--- config.mk ---
export PLATFORM = sky130hd
export DESIGN_NAME = uart_tx_flat
export DESIGN_NICKNAME = d
export VERILOG_FILES = /design/src/rtl/uart_tx_if.sv /design/src/rtl/uart_tx.sv /design/src/flat_wrapper.sv
export SDC_FILE = /design/constraint.sdc
export NUM_CORES = 1
export LEC_CHECK = 0
export CORE_MARGIN = 4
export CORE_UTILIZATION = 59
export DETAILED_ROUTE_END_ITERATION = 6
export MAX_ROUTING_LAYER = met4
export PLACE_DENSITY_LB_ADDON = 0.08
export SKIP_LAST_GASP = 1
export SYNTH_ARGS = -nofsm -noshare
export SYNTH_HDL_FRONTEND = slang
export SYNTH_SLANG_ARGS = --single-unit
--- constraint.sdc ---
create_clock -name clk -period 4.15 [get_ports clk]
set_input_delay 1.245 -clock clk [delete_from_list [all_inputs] [get_ports clk]]
set_output_delay 1.245 -clock clk [all_outputs]
set_load 0.005 [all_outputs]
--- src/rtl/uart_tx_if.sv ---
// Parallel-side handshake and serial line of the 8N1 UART transmitter.
// The CPU register side uses the master modport; the transmitter uses the slave modport.
interface uart_tx_if;
  logic [7:0] in;
  logic       load;
  logic       tx;
  logic       busy;

  modport master (
    output in,
    output load,
    input  tx,
    input  busy
  );

  modport slave (
    input  in,
    input  load,
    output tx,
    output busy
  );
endinterface

--- src/rtl/uart_tx.sv ---
// 8N1 serial transmitter: captures a byte on load and sends start, eight data bits LSB first, and stop.
// tx and busy come straight from flops, so the line never glitches.
module uart_tx #(
  parameter int CLKS_PER_BIT = 217
) (
  input  logic     clk,
  input  logic     rst_n,
  uart_tx_if.slave bus
);

  localparam int CW = $clog2(CLKS_PER_BIT);
  localparam logic [CW-1:0] CNT_LAST = CW'(CLKS_PER_BIT - 1);
  localparam logic [CW-1:0] CNT_ONE  = CW'(1);

  typedef enum logic [1:0] {
    IDLE  = 2'd0,
    START = 2'd1,
    DATA  = 2'd2,
    STOP  = 2'd3
  } state_e;

  state_e        state_q, state_d;
  logic [CW-1:0] baud_cnt_q, baud_cnt_d;
  logic [2:0]    bit_idx_q, bit_idx_d;
  logic [7:0]    shift_q, shift_d;
  logic          tx_q, tx_d;
  logic          busy_q, busy_d;
  logic          bit_end_s;

  assign bit_end_s = (baud_cnt_q == CNT_LAST);
  assign bus.tx    = tx_q;
  assign bus.busy  = busy_q;

  // Next-state logic; tx_d is the value the line takes in the following cycle.
  always_comb begin
    state_d    = state_q;
    baud_cnt_d = baud_cnt_q;
    bit_idx_d  = bit_idx_q;
    shift_d    = shift_q;
    tx_d       = tx_q;
    busy_d     = busy_q;
    case (state_q)
      IDLE: begin
        tx_d       = 1'b1;
        busy_d     = 1'b0;
        baud_cnt_d = {CW{1'b0}};
        if (bus.load) begin
          shift_d = bus.in;
          state_d = START;
          busy_d  = 1'b1;
          tx_d    = 1'b0;
        end else begin
          shift_d = shift_q;
        end
      end
      START: begin
        if (bit_end_s) begin
          baud_cnt_d = {CW{1'b0}};
          bit_idx_d  = 3'd0;
          state_d    = DATA;
          tx_d       = shift_q[0];
        end else begin
          baud_cnt_d = baud_cnt_q + CNT_ONE;
        end
      end
      DATA: begin
        if (bit_end_s) begin
          baud_cnt_d = {CW{1'b0}};
          shift_d    = {1'b0, shift_q[7:1]};
          bit_idx_d  = bit_idx_q + 3'd1;
          if (bit_idx_q == 3'd7) begin
            state_d = STOP;
            tx_d    = 1'b1;
          end else begin
            tx_d = shift_q[1];
          end
        end else begin
          baud_cnt_d = baud_cnt_q + CNT_ONE;
        end
      end
      STOP: begin
        if (bit_end_s) begin
          baud_cnt_d = {CW{1'b0}};
          state_d    = IDLE;
          busy_d     = 1'b0;
          tx_d       = 1'b1;
        end else begin
          baud_cnt_d = baud_cnt_q + CNT_ONE;
        end
      end
      default: begin
        state_d    = IDLE;
        baud_cnt_d = {CW{1'b0}};
        bit_idx_d  = 3'd0;
        tx_d       = 1'b1;
        busy_d     = 1'b0;
      end
    endcase
  end

  // State register with synchronous active-low reset; a reset mid-frame aborts it cleanly.
  always_ff @(posedge clk) begin
    if (!rst_n) begin
      state_q    <= IDLE;
      baud_cnt_q <= {CW{1'b0}};
      bit_idx_q  <= 3'd0;
      shift_q    <= 8'd0;
      tx_q       <= 1'b1;
      busy_q     <= 1'b0;
    end else begin
      state_q    <= state_d;
      baud_cnt_q <= baud_cnt_d;
      bit_idx_q  <= bit_idx_d;
      shift_q    <= shift_d;
      tx_q       <= tx_d;
      busy_q     <= busy_d;
    end
  end

endmodule
--- src/flat_wrapper.sv ---
// flat-port wrapper written by rule: the top's interface ports become plain ports
module uart_tx_flat 
#(
  parameter int CLKS_PER_BIT = 217
)
  (clk, rst_n, bus_in, bus_load, bus_tx, bus_busy);
  uart_tx_if bus_i ();
  input  logic clk;
  input  logic rst_n;
  input wire logic [$bits(bus_i.in)-1:0] bus_in;
  input wire logic [$bits(bus_i.load)-1:0] bus_load;
  output wire logic [$bits(bus_i.tx)-1:0] bus_tx;
  output wire logic [$bits(bus_i.busy)-1:0] bus_busy;
  assign bus_i.in = bus_in;
  assign bus_i.load = bus_load;
  assign bus_tx = bus_i.tx;
  assign bus_busy = bus_i.busy;
  uart_tx #(.CLKS_PER_BIT(CLKS_PER_BIT)) u_core (.clk(clk), .rst_n(rst_n), .bus(bus_i));
endmodule
* Yosys cells after proc, flatten, opt, wreduce, memory -nomap -nowiden *
Cells that the tools add are included.

word-level totals
  flip-flop bits (word level) = 23
  bits of input ports = 11
  output and inout bits = 2
  logic and storage cells = 51

operators by class
  $add $sub $neg = 2
  equality and inequality tests = 10
  multiplexer cells = 23
  reduce and logical (&&, ||, !) cells = 10

operator list
  operator                                        count
  one-hot mux 8 bit (2 select lines)              2
  2-to-1 mux 8 bit                                3
  2-to-1 mux 2 bit                                5
  AND reduction 3 bit                             3
  adder 8 x 1 -> 8 bit (second input constant)    1
  == test 8 bit (second input constant)           1
  != test 2 x 1 -> 1 bit (second input constant)  4
  one-hot mux 2 bit (4 select lines)              1
  2-to-1 mux 1 bit                                7
  2-to-1 mux 3 bit                                2
  one-hot mux 3 bit (2 select lines)              1
  nonzero test 2 bit                              3
  AND reduction 5 bit                             1
  == test 2 bit (second input constant)           2
  one-hot mux 1 bit (4 select lines)              1
  adder 3 x 1 -> 3 bit (second input constant)    1
  == test 3 bit (second input constant)           1
  OR reduction 3 bit                              1
  == test 2 x 1 -> 1 bit (second input constant)  1
  logical NOT 2 bit                               1
  != test 2 bit (second input constant)           1
  one-hot mux 1 bit (2 select lines)              1
  AND reduction 2 bit                             1

* Longest topological paths before layout *
Gate-level depths: netlist of run 1.

  depth after elaboration = 4
  depth in mapped cells = 8
  gate-level depth less buffers = 6

* Worst setup path before layout of run 1 *
No wires, ideal clock.

  kind = input to register
  start point = in bus_load
  end point = reg u_core.shift_q[0]
  data arrival time = 1973 ps
  path slack = 2051 ps
  stages = 5
  path through = mux2i_4 -> and4b_1 -> buf_2 -> a21oi_1 -> a21boi_0

on the way
  cells in the longest elaborated chain, start to end = 2

ends and longest elaborated chain
  what                                  line                text
  start: declaration                    flat_wrapper.sv:11  input wire logic [$bits(bus_i.load)-1:0] bus_load;
  != test 2 bit (no source line)        -
  AND reduction 3 bit (no source line)  -
  end signal: assignment                uart_tx.sv:114      shift_q <= shift_d;
  end: declaration                      uart_tx.sv:25       logic [7:0] shift_q, shift_d;

No other way between the ends.
A chain may end at the register's enable or synchronous reset.

* Final worst setup path of run 1 *
Same ends and word-level chain as after synthesis.

==> results of run 1 <==
[synthesized netlist by cell type (2+ instances only)]
cell and number:
xnor2_1 3, clkbuf_1 4, o21ai_0 9, nor2_1 12, nand2_1 7, nand3_1 6
dfxtp_1 23, buf_2 3, and4b_1 3, nor3b_1 7, xor2_1 3, nand4_1 2
a21oi_1 9, mux2i_1 5, inv_1 7, ha_1 9, a21boi_0 7
[final cells by class]
| class | count | area [um^2] | area share |
|---|---|---|---|
| multi-input combinational | 97 | 683.2 | 0.5046 |
| clock buffer | 3 | 22.52 | 0.01664 |
| tap | 27 | 33.78 | 0.02495 |
| clock inverter | 1 | 7.507 | 0.005545 |
| timing repair buffer | 12 | 120.1 | 0.08872 |
| inverter | 7 | 26.28 | 0.01941 |
| sequential | 23 | 460.4 | 0.3401 |
[sequential cells by signal, summed over array words and instances, names as in the netlist]
signal / cells
u_core.shift_q: 8
u_core.bit_idx_q: 3
u_core.bus.busy: 1
u_core.bus.tx: 1
u_core.state_q: 2
u_core.baud_cnt_q: 8
[layer usage]
| layer | part of all wire | GRT usage | vias up |
|---|---|---|---|
| met4 | 0.0089 | 0.05106 | 0 |
| met3 | 0.028 | 0.03380 | 2 |
| li1 | - | - | 489 |
| met2 | 0.52 | 0.3408 | 10 |
| met1 | 0.45 | 0.2142 | 465 |
| met5 | 0 | - | - |
[worst max-delay path: stages]
cell and delay (ns):
clkdlybuf4s50_1 0.52, mux2i_4 0.41, and4b_1 0.34, a21oi_1 0.17
a21boi_0 0.09
[cells in the final DEF, fill, tap and decap left out, drive strengths merged, types with 2 or more instances in the layout]
master	count
o21ai	10
ha	9
and4b	3
xnor2	3
xor2	3
clkdlybuf4s50	12
a21oi	9
nand4	2
mux2i	6
nand2	7
a21boi	8
nor3b	7
inv	7
clkbuf	3
nand3	6
dfxtp	23
nor2	12
[cell families (layout without fill, tap and decap cells)]
kind of cell	Yosys count	after routing	share of synthesized area
xor+xnor	6	6	0.04353
mux	6	6	0.06010
compound gates	33	33	0.1689
flops	23	23	0.3813
buf+inv	15	23	0.05285
simple gates	43	43	0.2000
fa+ha+maj	9	9	0.09327
[power by group through the flow]
stage | combinational, uW | clock (uW) | sequential (uW)
2_1_floorplan | 256 | 0 | 292
5_1_grt | 366 | 118 | 298
3_5_place_dp | 318 | 0 | 298
4_1_cts | 322 | 110 | 293
3_3_place_gp | 311 | 0 | 295
6_report | 321 | 105 | 292
[path summary, 6_finish.rpt]
| kind | slack, ns | cells after the start | end | from |
|---|---|---|---|---|
| max | 1.57 | 5 | u_core.shift_q[0] | bus_load |
| min | 0.48 | 1 | u_core.baud_cnt_q[0] | u_core.baud_cnt_q[0] |
| max reg2reg | 1.98 | 6 | u_core.shift_q[0] | u_core.state_q[0] |
| min reg2reg | 0.48 | 1 | u_core.baud_cnt_q[0] | u_core.baud_cnt_q[0] |
[stage by stage]
step	worst slack, ns	utilization
2_1_floorplan	2.051	-
3_3_place_gp	1.280	0.6747
3_5_place_dp	1.256	0.6747
4_1_cts	1.594	0.6901
5_1_grt	1.447	0.6901
6_report	1.566	0.6901
==> flow_summary_export.csv, run 1 <==
group,metric,value,unit
status,outcome,"complete, no violations",
yosys,seq_area_frac_synth,0.3813,
die,dieHeight,53.24,um
routing,wl_per_cell,13.15,um
timing,hold_slack,0.4781,ns
timing,finalWorstPathRequiredPeriod,2.584,ns
die,die_w,53.24,um
setup_path,required,4.35,ns
timing,fmax,0.3870,GHz
power,finalPower,718.5,uW
cts,cts_resized,0,
routing,route.vias.total,966,
yosys,synth_edf_count,0,
cells_and_area,n_fill_cell,170,
yosys,synthesis.area,0.001207,mm^2
flow_run,cap_violations,0,
yosys,synthTopCellsByArea,"dfxtp_1 (38%), ha_1 (9.3%), a21boi_0 (4.4%)",
power,swShare,0.3862,
yosys,synth_top_flop_cell,"dfxtp_1",
global_routing,grt_pass1_vias,932,
cells_and_area,drive_gt1_frac,0.04895,
setup_path,critPathCaptureType,"register",
routing,ant_nets,0,
global_routing,overflow,0,
cells_and_area,diodes,0,
yosys,yosysWarnings,0,
cts,htree_levels,1,
routing,routed_wl,2.235,mm
yosys,synth.distinct_cells,33,
cells_and_area,finalInstanceArea,0.001354,mm^2
setup_path,start_kind,"primary input",
global_routing,grt_first_pass_wirelength,3.912,mm
place,placed_area,0.001324,mm^2
routing,initialDrtViolationCount,9,
place,port_buffers,12,
power,pwr_density_cell,530.7,mW/mm^2
worst_hold_path,hold_path_class,"reg2reg",
cts,clockRootBuffer,"clkbuf_4",
power,p_leak,0.0005113,uW
routing,drcViolationCount,0,
yosys,synth_largest_area_cell,"dfxtp_1",
yosys,ys_seq_elements,23,
yosys,syn_nets,155,
setup_path,worstSetupPathType,"in2reg",
power,p_comb_frac,0.447,
power,vdd_ir_drop_max,0.3210,mV
timing,tns,0,ns
power,power_frac_seq,0.407,
cts,cts_buffers,3,
yosys,syn_avg_cell_area,8.944,um^2
global_routing,track_usage,0.1899,
global_routing,antenna_found_initial,0,
place,hpwl,1.618,mm
die,coreArea,0.001962,mm^2
global_routing,grt_max_degree,22,
die,fp-row-count,16,
yosys,netlist_instances,135,
timing,rsz0062_at_grt,"no",
timing,hold_viol_final,0,
timing,skew,0.003266,ns
routing,via_per_inst,5.682,
cts,post_cts_buffers,0,
die,ios,13,
place,gp_congestion,0.8489,
cts,clock_latency,0.30,ns
cells_and_area,areaGrowthSynthToFinish,12.12,%
die,initial_core_util,0.6154,
setup_path,cp_max_fo,16,
cells_and_area,fin_cells,170,
yosys,netlist.area_leader.share,0.3813,
cts,clk_pin_slew,0.13,ns
setup_path,arrival,2.78,ns
cts,ctsLongestPathBuffers,2,
cells_and_area,finalNetCount,164,
cts,hold_buffers,0,
timing,final-setup-viol-count,0,
cts,cts_tree,"yes",
timing,max_slew.worst_pin.slew,0.6487,ns
power,internal-power,441.0,uW
routing,drt-pass1-iter-count,4,
die,die_area,0.002834,mm^2
yosys,synthArstFlopShare,0,
power,switching_power,277.5,uW
timing,final.period_utilization,0.6226,
place,dp_cells,166,
cts,cts.sink_count,23,
timing,maxSlewViolCount,0,
timing,relSlewSlack,0.5675,
power,clockPowerShare,0.146,
(Power assumes the default switching activity.)
==> run 2, diff against run 1 <==
- CORE_ASPECT_RATIO: unset -> 0.6
- CORE_UTILIZATION: 59 -> 54
- clock period: 4.15 -> 2.5 ns (I/O delays scaled with it)
==> run 2 against run 1 <==
Effect of this change:
- clock power grew 130%
- clock-buffer cell count stayed put
- flip-flop and latch count unchanged
- largest power group unchanged
- largest cell class unchanged
- setup slack got worse by 1.1 ns
- critical endpoint is now u_core.shift_q[2]
- total power up 81%
- combinational power grew 77%
- cell count up 2.4%
- non-clock buffer count increased by 3
- first-iteration DRC count increased to 8.8 times the previous value
- sequential power increased by 68%
- via count increased by 2.1%
- wire length rose by 12%
==> flow_summary_export.csv, run 2 (same netlist as run 1, synthesis figures left out) <==
group,metric,value,unit
setup_path,crit_buf_inv,1,
timing,hold_viol_final,0,
routing,via_per_inst,5.667,
power,swShare,0.3814,
setup_path,cp_top_family,"buffers and inverters",
cells_and_area,areaGrowthSynthToFinish,15.65,%
routing,initialDrtViolationCount,79,
cts,post_cts_buffers,0,
timing,rsz0062_at_grt,"no",
power,internal-power,803.8,uW
power,pwr_density_cell,930.6,mW/mm^2
die,dieHeight,44.63,um
setup_path,crit_path_max_incr_delay,0.58,ns
cells_and_area,layout_common_cells,"dfxtp_1 (23), nor2_1 (12), clkdlybuf4s50_1 (12)",
cts,htree_levels,1,
timing,max_slew.worst_pin.slew,0.5705,ns
timing,hold_slack,0.4670,ns
setup_path,critPathCaptureType,"register",
cts,ctsLongestPathBuffers,2,
global_routing,grt_first_pass_wirelength,4.202,mm
setup_path,crit_chain,"clkdlybuf4s50_1 > mux2i_4 > and4b_1 > a21oi_1 > a21boi_0",
cells_and_area,utilization,0.7045,
die,die_area,0.003081,mm^2
cells_and_area,n_fill_cell,157,
routing,route.vias.total,986,
power,p_leak,0.0005339,uW
cts,cts_tree,"yes",
worst_hold_path,hold_path_class,"reg2reg",
cts,hold_buffers,0,
setup_path,arrival,2.18,ns
cts,clockRootBuffer,"clkbuf_8",
setup_path,worstSetupPathType,"in2reg",
global_routing,antenna_found_initial,0,
power,power_frac_seq,0.378,
global_routing,grt_pass1_vias,842,
die,ios,13,
die,fp-row-count,12,
cells_and_area,drive_gt1_frac,0.06849,
setup_path,required,2.69,ns
cts,cts.sink_count,23,
routing,ant_nets,0,
place,port_buffers,12,
global_routing,grt_max_degree,21,
cells_and_area,diodes,0,
power,clockPowerShare,0.185,
place,placed_area,0.001348,mm^2
cells_and_area,finalNetCount,167,
routing,drcViolationCount,0,
timing,final.period_utilization,0.7977,
die,die_w,69.05,um
cts,clock_latency,0.27,ns
cells_and_area,final_common_cell,"dfxtp_1",
cts,cts_resized,0,
global_routing,track_usage,0.1811,
setup_path,start_kind,"primary input",
global_routing,overflow,0,
die,coreArea,0.001982,mm^2
routing,drt-pass1-iter-count,5,
cts,cts_buffers,3,
setup_path,cp_max_fo,7,
status,outcome,"complete, no violations",
routing,wl_per_cell,14.37,um
place,gp_congestion,0.8697,
power,vdd_ir_drop_max,0.4586,mV
cells_and_area,finalInstanceArea,0.001396,mm^2
routing,routed_wl,2.500,mm
timing,finalWorstPathRequiredPeriod,1.994,ns
power,p_comb_frac,0.438,
flow_run,cap_violations,0,
cts,clk_pin_slew,0.09,ns
setup_path,crit_slowest_cell,"clkdlybuf4s50_1",
timing,fmax,0.5014,GHz
timing,maxSlewViolCount,0,
cells_and_area,reg.largest.list,"u_core.baud_cnt_q: 8 flops, u_core.shift_q: 8 flops, u_core.bit_idx_q: 3 flops",
timing,relSlewSlack,0.6197,
timing,skew,0.005509,ns
place,hpwl,1.800,mm
timing,final-setup-viol-count,0,
die,initial_core_util,0.6092,
power,switching_power,495.6,uW
timing,tns,0,ns
[run 2: final timing paths]
kind / slack [ns] / start / cells past startpoint / end
max: 0.51 / bus_load / 5 / u_core.shift_q[2]
min: 0.47 / u_core.bus.tx / 2 / u_core.bus.tx
max reg2reg: 0.56 / u_core.state_q[0] / 6 / u_core.shift_q[2]
min reg2reg: 0.47 / u_core.bus.tx / 2 / u_core.bus.tx
[run 2: through the flow]
step	setup WS [ns]	instances	total power, uW
6_report	0.5057	174	1299
5_1_grt	0.4094	174	1404
4_1_cts	0.5130	174	1307
3_5_place_dp	0.2329	170	1057
3_3_place_gp	0.3357	170	1033
2_1_floorplan	0.8443	135	909.9
[run 2: worst register-to-register path: stages (launching register included)]
cell and delay (ns):
dfxtp_1 0.42, inv_1 0.12, ha_1 0.34, mux2i_4 0.24, and4b_1 0.43, a21oi_1 0.11
a21boi_0 0.21
[run 2: final cells by class]
| cell class | instances | area, um^2 | share of cell area |
|---|---|---|---|
| clock buffer | 3 | 41.29 | 0.02957 |
| clock inverter | 1 | 7.507 | 0.005376 |
| timing repair buffer | 15 | 142.6 | 0.1022 |
| sequential | 23 | 460.4 | 0.3297 |
| inverter | 7 | 26.28 | 0.01882 |
| tap | 28 | 35.03 | 0.02509 |
| multi-input combinational | 97 | 683.2 | 0.4892 |
[run 2: layer usage]
| layer | GRT usage | wire, um |
|---|---|---|
| met2 | 0.2519 | 1022 |
| met5 | - | 0 |
| met4 | 0.05058 | 34 |
| met3 | 0.05896 | 166 |
| met1 | 0.2486 | 1276 |
[run 2: power groups by stage]
stage | combinational (uW) | sequential (uW) | clock [uW]
floorplan | 425 | 485 | 0
global route | 637 | 500 | 267
global placement | 538 | 495 | 0
finish | 569 | 491 | 240
detailed placement | 559 | 498 | 0
CTS | 568 | 490 | 250
==> run 3, diff against run 2 <==
- CORE_UTILIZATION: 54 -> 49
- clock period: 2.5 -> 1.65 ns (I/O delays scaled with it)
==> run 3 against run 2 <==
Effect of this change:
- worst hold slack improved by 0.0097 ns
- utilization decreased by 2.2 points
- register-to-register slack worse by 0.49 ns
- total power grew 69%
- die area increased by 8.7%
- critical path depth fell by 4
- critical endpoint is now bus_busy
==> flow_summary_export.csv, run 3 (same netlist as run 1, synthesis figures left out) <==
group,metric,value,unit
timing,final.period_utilization,0.9639,
routing,routed_wl,2.570,mm
cts,htree_levels,1,
routing,met3_length,87,um
cts,clk_pin_slew,0.08,ns
cells_and_area,final_common_cell,"dfxtp_1",
global_routing,grt_first_pass_wirelength,4.381,mm
routing,met2WireLength,1.105,mm
cts,clock_latency,0.26,ns
die,dieHeight,46.45,um
power,pwr_density_cell,1422,mW/mm^2
cells_and_area,layout_common_cells,"dfxtp_1 (19), buf_4 (14), clkdlybuf4s50_1 (12), nor2_1 (10), o21ai_0 (9)",
cells_and_area,finalNetCount,179,
cells_and_area,utilization,0.6829,
global_routing,track_usage,0.1776,
setup_path,start_kind,"register",
die,die_area,0.003348,mm^2
setup_path,r2r-end,"u_core.baud_cnt_q[3]",
place,port_buffers,12,
routing,ant_nets,0,
setup_path,critPathCaptureType,"output port",
setup_path,crit_slowest_cell,"clkdlybuf4s50_1",
cts,ctsLongestPathBuffers,2,
cells_and_area,fin_cells,188,
timing,finalWorstPathRequiredPeriod,1.590,ns
global_routing,overflow,0,
routing,drcViolationCount,0,
worst_hold_path,hold_path_class,"reg2reg",
routing,met1Wirelength,1.352,mm
setup_path,r2r-start,"u_core.baud_cnt_q[0]",
setup_path,cp_max_fo,2,
die,die_w,72.09,um
cts,cts.sink_count,23,
timing,maxSlewViolCount,0,
global_routing,grt_pass1_vias,1003,
routing,drt-pass1-iter-count,4,
setup_path,arrival,1.10,ns
timing,skew,0.001433,ns
die,initial_core_util,0.5340,
die,ios,13,
place,gp_congestion,0.8073,
routing,dr.max_layer_used,"met4",
setup_path,crit_chain,"clkdlybuf4s50_1",
setup_path,critPathCapture,"bus_busy",
place,dp_cells,184,
cts,cts_buffers,3,
setup_path,crit_path_max_incr_delay,0.50,ns
setup_path,required,1.15,ns
power,p_leak,0.0006020,uW
setup_path,cp_top_family,"buffers and inverters",
setup_path,ff2ff_path_depth,6,
setup_path,worstSetupPathType,"reg2out",
timing,fmax,0.6287,GHz
routing,route.vias.total,1011,
timing,final-setup-viol-count,0,
cts,hold_buffers,0,
timing,rsz0062_at_grt,"yes",
setup_path,critPathLaunch,"u_core.bus.busy",
flow_run,cap_violations,0,
setup_path,cp_num_cells,1,
cells_and_area,diodes,0,
die,fp-row-count,13,
cells_and_area,drive_gt1_frac,0.2278,
global_routing,antenna_found_initial,0,
timing,hold_viol_final,0,
routing,wl_per_cell,13.67,um
cts,clockRootBuffer,"clkbuf_8",
setup_path,crit_buf_inv,1,
setup_path,r2r_slack,0.07,ns
global_routing,grt_max_degree,21,
power,vdd_ir_drop_max,0.7158,mV
status,outcome,"complete, no violations",
routing,via_per_inst,5.378,
place,hpwl,1.880,mm
timing,max_slew.worst_pin.slew,0.3929,ns
cts,cts_tree,"yes",
cells_and_area,reg.largest.list,"u_core.baud_cnt_q: 8 flops, u_core.shift_q: 8 flops, u_core.bit_idx_q: 3 flops",
timing,relSlewSlack,0.7381,
routing,initialDrtViolationCount,71,
cells_and_area,areaGrowthSynthToFinish,27.88,%
die,coreArea,0.002261,mm^2
[run 3: changes by cell type in the layout (fill, tap and decap cells not counted), moves of 2 or more]
cell      change
a21oi_2       +2
dfxtp_1       -4
buf_4        +11
ha_1          -2
dfxtp_2       +4
a21oi_1       -2
ha_4          +2
nor2_1        -2
nor2_2        +2
a21boi_0      -5
a21boi_1      +5
[run 3: stage by stage]
step	setup TNS, ns	worst slack (ns)	power, uW	hold WS, ns	cell area (um^2)
floorplan	0	0.01774	1381	0.4297	1209
global placement	-1.423	-0.2012	1689	0.4490	1441
detailed placement	-1.726	-0.2455	1723	0.4692	1441
CTS	0	0.01801	2105	0.4817	1496
global route	-0.2502	-0.06388	2376	0.5082	1544
finish	0	0.05953	2196	0.4767	1544
[run 3: repair_timing]
item,CTS,global route
cloned,0,0
endpoints found under the setup margin,15,19
pin swaps,0,4
setup buffers,0,0
gates resized for setup,3,18
[run 3: layer usage]
metal	vias to the layer above	GRT usage
met5	-	-
met3	4	0.05229
li1	520	-
met2	17	0.2712
met1	470	0.2309
met4	0	0.04494
[run 3: area by class of cell]
cell class | instances | area (um^2)
clock inverter | 1 | 7.507
inverter | 7 | 26.28
tap | 30 | 37.54
multi-input combinational | 97 | 729.5
clock buffer | 3 | 41.29
timing repair buffer | 27 | 236.5
fill | 182 | 716.9
sequential | 23 | 465.4
[run 3: worst min-delay path by stage]
stage / from / endpoint / slack (ns) / depth (start not counted)
2_1_floorplan: u_core.baud_cnt_q[0] / u_core.baud_cnt_q[0] / 0.43 / 1
3_3_place_gp: u_core.bit_idx_q[1] / u_core.bit_idx_q[1] / 0.45 / 2
3_5_place_dp: u_core.bit_idx_q[2] / u_core.bit_idx_q[2] / 0.47 / 2
4_1_cts: u_core.bit_idx_q[2] / u_core.bit_idx_q[2] / 0.48 / 2
5_1_grt: u_core.bit_idx_q[2] / u_core.bit_idx_q[2] / 0.51 / 2
6_report: u_core.bit_idx_q[2] / u_core.bit_idx_q[2] / 0.48 / 2
[run 3: power breakdown]
| part | internal [uW] | total (uW) | switching (uW) |
|---|---|---|---|
| clock | 171 | 357 | 186 |
| combinational | 543 | 1090 | 550 |
| sequential | 673 | 746 | 72.8 |
| total | 1390 | 2200 | 809 |
